`src/rtl/sram_mem_ctrl_if.sv`:
```
// Request/response and SRAM pad bundle between the MEM stage, the SRAM and sram_mem_ctrl.
// The controller binds to the slave modport; the CPU/SRAM side binds to the master modport.
interface sram_mem_ctrl_if;
    logic        mem_read;
    logic        mem_write;
    logic [10:0] mem_addr;
    logic [15:0] mem_wdata;
    logic [15:0] mem_rdata;
    logic [10:0] mem_addr_q;
    logic        stall;
    logic        done;
    logic [10:0] sram_addr;
    logic [15:0] sram_dq_out;
    logic        sram_dq_oe;
    logic [15:0] sram_dq_in;
    logic        sram_ce_n;
    logic        sram_oe_n;
    logic        sram_we_n;

    modport master (
        output mem_read, mem_write, mem_addr, mem_wdata, sram_dq_in,
        input  mem_rdata, mem_addr_q, stall, done,
        input  sram_addr, sram_dq_out, sram_dq_oe, sram_ce_n, sram_oe_n, sram_we_n
    );

    modport slave (
        input  mem_read, mem_write, mem_addr, mem_wdata, sram_dq_in,
        output mem_rdata, mem_addr_q, stall, done,
        output sram_addr, sram_dq_out, sram_dq_oe, sram_ce_n, sram_oe_n, sram_we_n
    );
endinterface

```
`src/rtl/sram_mem_ctrl.sv`:
```
// MEM-stage controller running wait-stated loads/stores on a 16-bit async SRAM.
// Define MEMCTRL_FWD_EN to add a one-entry store buffer that forwards matching loads.
module sram_mem_ctrl #(
    parameter int unsigned WAIT_CYCLES = 2
) (
    input  logic          clk,
    input  logic          rst_n,
    sram_mem_ctrl_if.slave bus
);

    typedef enum logic [2:0] {
        IDLE,
        RD_ACCESS,
        WR_SETUP,
        WR_PULSE,
        WR_HOLD,
        DONE
    } state_t;

    localparam logic [3:0] WAIT_LAST = 4'(WAIT_CYCLES - 1);

    state_t      state_reg;
    logic [3:0]  wait_cnt_reg;
    logic [10:0] addr_reg;
    logic [15:0] wdata_reg;
    logic [15:0] rdata_reg;
    logic        done_reg;
    logic        ce_n_reg;
    logic        oe_n_reg;
    logic        we_n_reg;
    logic        dq_oe_reg;

    logic        fwd_hit;
    logic [15:0] fwd_data;

`ifdef MEMCTRL_FWD_EN
    logic        fwd_valid_reg;
    logic [10:0] fwd_addr_reg;
    logic [15:0] fwd_data_reg;

    // The buffer mirrors the most recently accepted store; write beats read when both are asserted.
    always_ff @(posedge clk) begin
        if (!rst_n) begin
            fwd_valid_reg <= 1'b0;
            fwd_addr_reg  <= '0;
            fwd_data_reg  <= '0;
        end else if (state_reg == IDLE && bus.mem_write) begin
            fwd_valid_reg <= 1'b1;
            fwd_addr_reg  <= bus.mem_addr;
            fwd_data_reg  <= bus.mem_wdata;
        end
    end

    assign fwd_hit  = fwd_valid_reg && (bus.mem_addr == fwd_addr_reg);
    assign fwd_data = fwd_data_reg;
`else
    assign fwd_hit  = 1'b0;
    assign fwd_data = '0;
`endif

    always_ff @(posedge clk) begin
        if (!rst_n) begin
            state_reg    <= IDLE;
            wait_cnt_reg <= '0;
            addr_reg     <= '0;
            wdata_reg    <= '0;
            rdata_reg    <= '0;
            done_reg     <= 1'b0;
            ce_n_reg     <= 1'b1;
            oe_n_reg     <= 1'b1;
            we_n_reg     <= 1'b1;
            dq_oe_reg    <= 1'b0;
        end else begin
            done_reg <= 1'b0;
            case (state_reg)
                IDLE: begin
                    if (bus.mem_write) begin
                        addr_reg  <= bus.mem_addr;
                        wdata_reg <= bus.mem_wdata;
                        ce_n_reg  <= 1'b0;
                        dq_oe_reg <= 1'b1;
                        state_reg <= WR_SETUP;
                    end else if (bus.mem_read) begin
                        addr_reg <= bus.mem_addr;
                        if (fwd_hit) begin
                            rdata_reg <= fwd_data;
                            done_reg  <= 1'b1;
                            state_reg <= DONE;
                        end else begin
                            ce_n_reg     <= 1'b0;
                            oe_n_reg     <= 1'b0;
                            wait_cnt_reg <= WAIT_LAST;
                            state_reg    <= RD_ACCESS;
                        end
                    end
                end

                RD_ACCESS: begin
                    if (wait_cnt_reg == 4'd0) begin
                        rdata_reg <= bus.sram_dq_in;
                        ce_n_reg  <= 1'b1;
                        oe_n_reg  <= 1'b1;
                        done_reg  <= 1'b1;
                        state_reg <= DONE;
                    end else begin
                        wait_cnt_reg <= wait_cnt_reg - 4'd1;
                    end
                end

                // Address and data settle for a cycle before we_n falls.
                WR_SETUP: begin
                    we_n_reg     <= 1'b0;
                    wait_cnt_reg <= WAIT_LAST;
                    state_reg    <= WR_PULSE;
                end

                WR_PULSE: begin
                    if (wait_cnt_reg == 4'd0) begin
                        we_n_reg  <= 1'b1;
                        state_reg <= WR_HOLD;
                    end else begin
                        wait_cnt_reg <= wait_cnt_reg - 4'd1;
                    end
                end

                WR_HOLD: begin
                    ce_n_reg  <= 1'b1;
                    dq_oe_reg <= 1'b0;
                    done_reg  <= 1'b1;
                    state_reg <= DONE;
                end

                DONE: begin
                    state_reg <= IDLE;
                end

                default: begin
                    ce_n_reg  <= 1'b1;
                    oe_n_reg  <= 1'b1;
                    we_n_reg  <= 1'b1;
                    dq_oe_reg <= 1'b0;
                    state_reg <= IDLE;
                end
            endcase
        end
    end

    // Stall must rise in the acceptance cycle itself, so it looks at the live request.
    assign bus.stall = rst_n &&
                       ((state_reg == IDLE && (bus.mem_read || bus.mem_write)) ||
                        (state_reg != IDLE && state_reg != DONE));

    assign bus.done        = done_reg;
    assign bus.mem_rdata   = rdata_reg;
    assign bus.mem_addr_q  = addr_reg;
    assign bus.sram_addr   = addr_reg;
    assign bus.sram_dq_out = wdata_reg;
    assign bus.sram_dq_oe  = dq_oe_reg;
    assign bus.sram_ce_n   = ce_n_reg;
    assign bus.sram_oe_n   = oe_n_reg;
    assign bus.sram_we_n   = we_n_reg;

endmodule

```
`src/flat_wrapper.sv`:
```
// flat-port wrapper written by rule: the top's interface ports become plain ports
module sram_mem_ctrl_flat 
#(
    parameter int unsigned WAIT_CYCLES = 2
)
  (clk, rst_n, bus_mem_read, bus_mem_write, bus_mem_addr, bus_mem_wdata, bus_sram_dq_in, bus_mem_rdata, bus_mem_addr_q, bus_stall, bus_done, bus_sram_addr, bus_sram_dq_out, bus_sram_dq_oe, bus_sram_ce_n, bus_sram_oe_n, bus_sram_we_n);
  sram_mem_ctrl_if bus_i ();
  input  logic clk;
  input  logic rst_n;
  input wire logic [$bits(bus_i.mem_read)-1:0] bus_mem_read;
  input wire logic [$bits(bus_i.mem_write)-1:0] bus_mem_write;
  input wire logic [$bits(bus_i.mem_addr)-1:0] bus_mem_addr;
  input wire logic [$bits(bus_i.mem_wdata)-1:0] bus_mem_wdata;
  input wire logic [$bits(bus_i.sram_dq_in)-1:0] bus_sram_dq_in;
  output wire logic [$bits(bus_i.mem_rdata)-1:0] bus_mem_rdata;
  output wire logic [$bits(bus_i.mem_addr_q)-1:0] bus_mem_addr_q;
  output wire logic [$bits(bus_i.stall)-1:0] bus_stall;
  output wire logic [$bits(bus_i.done)-1:0] bus_done;
  output wire logic [$bits(bus_i.sram_addr)-1:0] bus_sram_addr;
  output wire logic [$bits(bus_i.sram_dq_out)-1:0] bus_sram_dq_out;
  output wire logic [$bits(bus_i.sram_dq_oe)-1:0] bus_sram_dq_oe;
  output wire logic [$bits(bus_i.sram_ce_n)-1:0] bus_sram_ce_n;
  output wire logic [$bits(bus_i.sram_oe_n)-1:0] bus_sram_oe_n;
  output wire logic [$bits(bus_i.sram_we_n)-1:0] bus_sram_we_n;
  assign bus_i.mem_read = bus_mem_read;
  assign bus_i.mem_write = bus_mem_write;
  assign bus_i.mem_addr = bus_mem_addr;
  assign bus_i.mem_wdata = bus_mem_wdata;
  assign bus_i.sram_dq_in = bus_sram_dq_in;
  assign bus_mem_rdata = bus_i.mem_rdata;
  assign bus_mem_addr_q = bus_i.mem_addr_q;
  assign bus_stall = bus_i.stall;
  assign bus_done = bus_i.done;
  assign bus_sram_addr = bus_i.sram_addr;
  assign bus_sram_dq_out = bus_i.sram_dq_out;
  assign bus_sram_dq_oe = bus_i.sram_dq_oe;
  assign bus_sram_ce_n = bus_i.sram_ce_n;
  assign bus_sram_oe_n = bus_i.sram_oe_n;
  assign bus_sram_we_n = bus_i.sram_we_n;
  sram_mem_ctrl #(.WAIT_CYCLES(WAIT_CYCLES)) u_core (.clk(clk), .rst_n(rst_n), .bus(bus_i));
endmodule
```
`config.mk`:
```
export PLATFORM = sky130hd
export DESIGN_NAME = sram_mem_ctrl_flat
export DESIGN_NICKNAME = d
export VERILOG_FILES = /design/src/rtl/sram_mem_ctrl_if.sv /design/src/rtl/sram_mem_ctrl.sv /design/src/flat_wrapper.sv
export SDC_FILE = /design/constraint.sdc
export NUM_CORES = 1
export LEC_CHECK = 0
export BUFFER_PORTS_ARGS = -buffer_cell sky130_fd_sc_hd__buf_2
export CORE_ASPECT_RATIO = 0.9
export CORE_MARGIN = 3
export CORE_UTILIZATION = 25
export DETAILED_ROUTE_END_ITERATION = 8
export HOLD_SLACK_MARGIN = 0.02
export SLEW_MARGIN = 20
export SYNTH_ARGS = -nofsm -noshare
export SYNTH_HDL_FRONTEND = slang
export SYNTH_SLANG_ARGS = --single-unit
```
`constraint.sdc`:
```
create_clock -name clk -period 2.2 [get_ports clk]
set_clock_uncertainty 0.15 [all_clocks]
set_input_delay 0.44 -clock clk [delete_from_list [all_inputs] [get_ports clk]]
set_output_delay 0.44 -clock clk [all_outputs]
set_load 0.1 [all_outputs]
```
After elaboration in Yosys (flattened, before gate mapping) --
Cells that the tools add are included. W data, S select, Z words.
Storage, ports and cells: register bits 55, input port bits 47, output and inout bits 60, word-level logic and storage cells 74
Operators by class: $add $sub $neg 1, eq/ne operators 13, mux-type cells 22, bitwise gates (word level) 4, reduce and logical (&&, ||, !) cells 24
Operator list (count):
- $mux W11 | 2
- $pmux W3 S5 | 1
- $mux W3 | 4
- $mux W4 | 3
- $pmux W4 S3 | 1
- $reduce_or A4 Y1 | 3
- $reduce_and A2 Y1 | 5
- $pmux W1 S3 | 3
- $ne A2 B2 Y1 const B | 4
- $reduce_and A4 Y1 | 2
- $eq A3 B2 Y1 const B | 2
- $eq A3 B3 Y1 const B | 2
- $mux W1 | 6
- $ne A3 B3 Y1 const B | 2
- $reduce_and A3 Y1 | 2
- $reduce_bool A3 Y1 | 2
- $logic_not A4 Y1 | 1
- $ne A2 B1 Y1 const B | 2
- $not A1 Y1 | 4
- $pmux W1 S2 | 2
- $sub A4 B1 Y4 const B | 1
- $eq A3 B1 Y1 const B | 1
- $logic_and A1 B1 Y1 | 3
- $logic_not A3 Y1 | 1
- 4 further kinds | 5

Logic depth before layout (Yosys ltp) --
word-level depth 4, gate-level depth with buffers 8, gate-level depth less buffers 6

Worst setup path before layout --
Ideal clock, no wire load.
kind input to output, from in rst_n, to out bus_stall, arrival time 1.695 ns, required time 1.610 ns, slack -0.085 ns, stages on the path 3, path buffers 2, cell sequence clkbuf_1 -> clkbuf_1 -> o21a_1
Between the ends: word-level cells in the longest chain between the ends 1
Ends and longest elaborated chain:
- start, declared | line flat_wrapper.sv:9 | input logic rst_n;
- $logic_and A1 B1 Y1 | line sram_mem_ctrl.sv:149 | assign bus.stall = rst_n &&
- end, declared | line flat_wrapper.sv:17 | output wire logic [$bits(bus_i.stall)-1:0] bus_stall;
No other way between the ends.

Final worst setup path --
from reg u_core.state_reg[0], to out bus_stall
Between the ends: word-level cells in the longest chain between the ends 4, elaborated cells between the ends (all ways) 7, classes of those cells 1 x eq/ne; 6 x reduce/logical
Ends and longest elaborated chain:
- start, declared | line sram_mem_ctrl.sv:22 | state_t state_reg;
- start signal, assigned | line sram_mem_ctrl.sv:63 | state_reg <= IDLE;
- start signal, assigned | line sram_mem_ctrl.sv:82 | state_reg <= WR_SETUP;
- start signal, assigned | line sram_mem_ctrl.sv:88 | state_reg <= DONE;
- $ne A3 B3 Y1, or another cell as far along | line sram_mem_ctrl.sv:151 | (state_reg != IDLE && state_reg != DONE));
- $logic_and A1 B1 Y1 (on tied branches) | line sram_mem_ctrl.sv:151, sram_mem_ctrl.sv:150
- $logic_or A1 B1 Y1 * | line sram_mem_ctrl.sv:150 | ((state_reg == IDLE && (bus.mem_read || bus.mem_write)) ||
- $logic_and A1 B1 Y1 * | line sram_mem_ctrl.sv:149
Mark *: on every way between the ends. The rest lies on a longest branch, timed or not.

==> flow_summary.json <==
{
  "post_route_cells_drive_above_1_share_pct": 37.2,
  "min_period_ns": 2.06,
  "path_cells": "nor4_2, a21oi_1, o21a_2, buf_12",
  "dr.pass1.iters": 4,
  "synth_mux_area_share_pct": 0.408,
  "setup_tns_ns": 0,
  "irDropWorstVdd_mv": 0.765,
  "period_share_pct": 93.4,
  "port_buffers": 106,
  "leakage_nw": 1.40,
  "drtIter0Drc": 108,
  "crit_buf_inv": 1,
  "track_usage_pct": 10.9,
  "switching_power_mw": 2.83,
  "grt_max_degree": 45,
  "worstPathMaxFanout": 9,
  "diodes": 0,
  "grt_pass1_wl_mm": 10.1,
  "max_freq_mhz": 487,
  "final_antenna_net_count": 0,
  "final_hold_viol_count": 0,
  "synth-seq-cells": 55,
  "synthesis.area_um2": 2450,
  "dpl_worst_slack_ns": 0.305,
  "die_h_um": 100,
  "synth-seq-area-share_pct": 44.9,
  "async_flop_share_pct": 0,
  "synth_nets": 336,
  "fin_ws_ns": 0.145,
  "cp-endpoint": "bus_stall",
  "status": "complete, no violations",
  "yosysWarningCount": 0,
  "layout.nets": 426,
  "power_density_nw_per_um2": 1580,
  "grt_pass1_vias": 2075,
  "die_area_um2": 11000,
  "postSynthAreaPerCell_um2": 8.52,
  "ys.flop_type": "dfxtp_1",
  "clk_pin_slew_ns": 0.10,
  "die_w_um": 110,
  "r2r_slack_ns": 0.32,
  "ioPinCount": 107,
  "root_buffer": "clkbuf_8",
  "switching_share_pct": 56.5,
  "hold_class": "in -> reg",
  "worstRegToRegCells": 6,
  "end_kind": "output port",
  "cts_tree": "yes",
  "startpoint_type": "register",
  "antenna_found_initial": 0,
  "cts_buffers": 5,
  "start_util_pct": 26.3,
  "htreeDepth": 2,
  "p_int_mw": 2.17,
  "cts.sinks": 55,
  "drt_wl_total_mm": 5.99,
  "drcViolationCount": 0,
  "std_cell_rows": 33,
  "core_um2": 9330,
  "rsz0062_at_grt": "no",
  "clk_latency_ns": 0.30,
  "synth-simple-area-share_pct": 24.6,
  "path_class": "reg -> out",
  "synth-edff-count": 0,
  "synth-adder-area-share_pct": 0.510,
  "crit_cells": 4,
  "combPwrFrac_pct": 57.8,
  "cp_top_family": "flip-flops",
  "synth_top_family_by_area": "simple AND/OR/NAND/NOR gates",
  "startpoint": "u_core.state_reg[0]",
  "power.share.clock_pct": 14.3,
  "vias_per_cell": 4.40,
  "post_cts_buffers": 0,
  "synthXorXnorAreaFrac_pct": 0,
  "grt.overflow.total": 0,
  "seq_power_share_pct": 27.9,
  "synth_compound_area_share_pct": 21.1,
  "syn2layout_area_growth_pct": 28.7,
  "routedWlPerCell_um": 12.0,
  "num_vias": 2202,
  "gp_congestion": 0.751,
  "cp_slowest_cell": "dfxtp_1",
  "worstPathRequired_ns": 1.61,
  "worstReg2RegEnd": "u_core.bus.mem_rdata[8]",
  "ys_types": 42,
  "synthCells": 288,
  "tightestPinTransition_ns": 0.534,
  "cts_buffer_depth": 2,
  "final_max_slew_viol_count": 0,
  "dpl.hpwl_mm": 4.44,
  "r2r_start": "u_core.wait_cnt_reg[0]",
  "setup_violations": 0,
  "slew_headroom_pct": 64.3,
  "slowest_delay_ns": 0.43,
  "cap_violations": 0,
  "arrival_ns": 1.47
}
-- Yosys cell counts (2+ instances only) --
cell      number  area share (%)
nand2_1       96              15
dfxtp_1       55              45
a21boi_0      33              10
buf_4         14             4.3
clkbuf_1      11             1.7
a21boi_2      10             4.6
o21ai_0        8             1.6
a21oi_1        5             1.0
nor2_1         5            0.77
buf_2          4            0.82
nor2b_1        4             1.0
inv_1          3            0.46
nand2b_1       3            0.77
a221oi_1       2            0.71
a31oi_1        2            0.51
and2_1         2            0.51
and3b_1        2            0.71
nand3_1        2            0.41
nand4b_1       2            0.71
nor3b_1        2            0.61
o21a_1         2            0.61
-- stage by stage --
| step | power, mW | cells | hold slack (ns) | cell area, um2 | util (%) |
|---|---|---|---|---|---|
| global route | 5.28 | 501 | 0.189 | 3160 | 33.8 |
| detailed placement | 4.34 | 493 | 0.296 | 3030 | 32.4 |
| global placement | 4.31 | 493 | 0.290 | 3030 | 32.4 |
| floorplan | 3.93 | 288 | 0.299 | 2450 | - |
| finish | 5.00 | 501 | 0.211 | 3160 | 33.8 |
| CTS | 5.07 | 501 | 0.197 | 3150 | 33.7 |
-- kinds of logic after synthesis --
family / after synthesis
AND/OR/NAND/NOR: 129
adder cells (fa/ha/maj): 1
buffers and inverters: 34
flip-flops: 55
AO/OA/AOI/OAI: 68
multiplexers: 1
-- layout make-up --
type                    count  area, um2
clock inverters             2       38.8
clock buffers               6       82.6
well taps                 122        153
fillers                  1009       6180
flip-flops and latches     55       1100
inverters                   3       11.3
multi-input cells         199       1150
repair buffers            114        618
-- power by group through the flow --
stage / logic (mW) / clock network [mW] / registers, mW
6_report: 2.89 / 0.713 / 1.40
4_1_cts: 2.92 / 0.756 / 1.39
3_3_place_gp: 2.91 / 0 / 1.41
2_1_floorplan: 1.26 / 0 / 2.67
3_5_place_dp: 2.92 / 0 / 1.42
5_1_grt: 3.06 / 0.789 / 1.43
-- per-layer routing --
metal	part of all wire, %	global-route usage [%]	vias to the layer above	wire length [um]
li1	-	-	1117	-
met4	0.52	2.27	0	31
met3	6.2	2.95	2	370
met1	47	14.0	1018	2800
met2	47	18.4	65	2790
met5	0	0	-	0
-- cell usage in the layout (no fill, tap or decap), types with 2 or more instances in the layout --
| cell type | instances |
|---|---|
| a21boi_2 | 10 |
| a31oi_1 | 2 |
| a221oi_1 | 2 |
| nand2_1 | 96 |
| nor2_1 | 5 |
| dfxtp_1 | 54 |
| and2_1 | 2 |
| nor3b_1 | 2 |
| nand4b_1 | 2 |
| and3b_1 | 2 |
| buf_2 | 105 |
| buf_4 | 7 |
| nand3_1 | 2 |
| a21boi_0 | 33 |
| clkbuf_8 | 6 |
| a21oi_1 | 5 |
| inv_1 | 3 |
| o21ai_0 | 8 |
| nand2b_1 | 3 |
| buf_12 | 2 |
| nor2b_1 | 4 |
-- worst reg2reg max path, cell delays in order (launching register included) --
cell	delay, ns
dfxtp_1	0.35
inv_1	0.07
ha_1	0.18
nor3b_4	0.39
nand3b_2	0.38
nand2_1	0.20
a21boi_2	0.06
-- worst min-delay path by stage --
stage / from / endpoint / slack, ns / depth (start not counted)
global route: bus_mem_wdata[15] / u_core.bus.sram_dq_out[15] / 0.19 / 3
global placement: u_core.bus.sram_dq_out[15] / u_core.bus.sram_dq_out[15] / 0.29 / 2
detailed placement: u_core.bus.sram_dq_out[15] / u_core.bus.sram_dq_out[15] / 0.30 / 2
floorplan: u_core.wait_cnt_reg[1] / u_core.wait_cnt_reg[1] / 0.30 / 2
finish: bus_mem_wdata[15] / u_core.bus.sram_dq_out[15] / 0.21 / 3
CTS: bus_mem_wdata[15] / u_core.bus.sram_dq_out[15] / 0.20 / 3
-- timing repair --
action	in CTS	in global routing
hold buffers	0	0
endpoints found under the setup margin	0	1
resized for setup	0	2
endpoints found under the hold margin	0	0
Note: power is estimated with default switching activity, not from simulation.
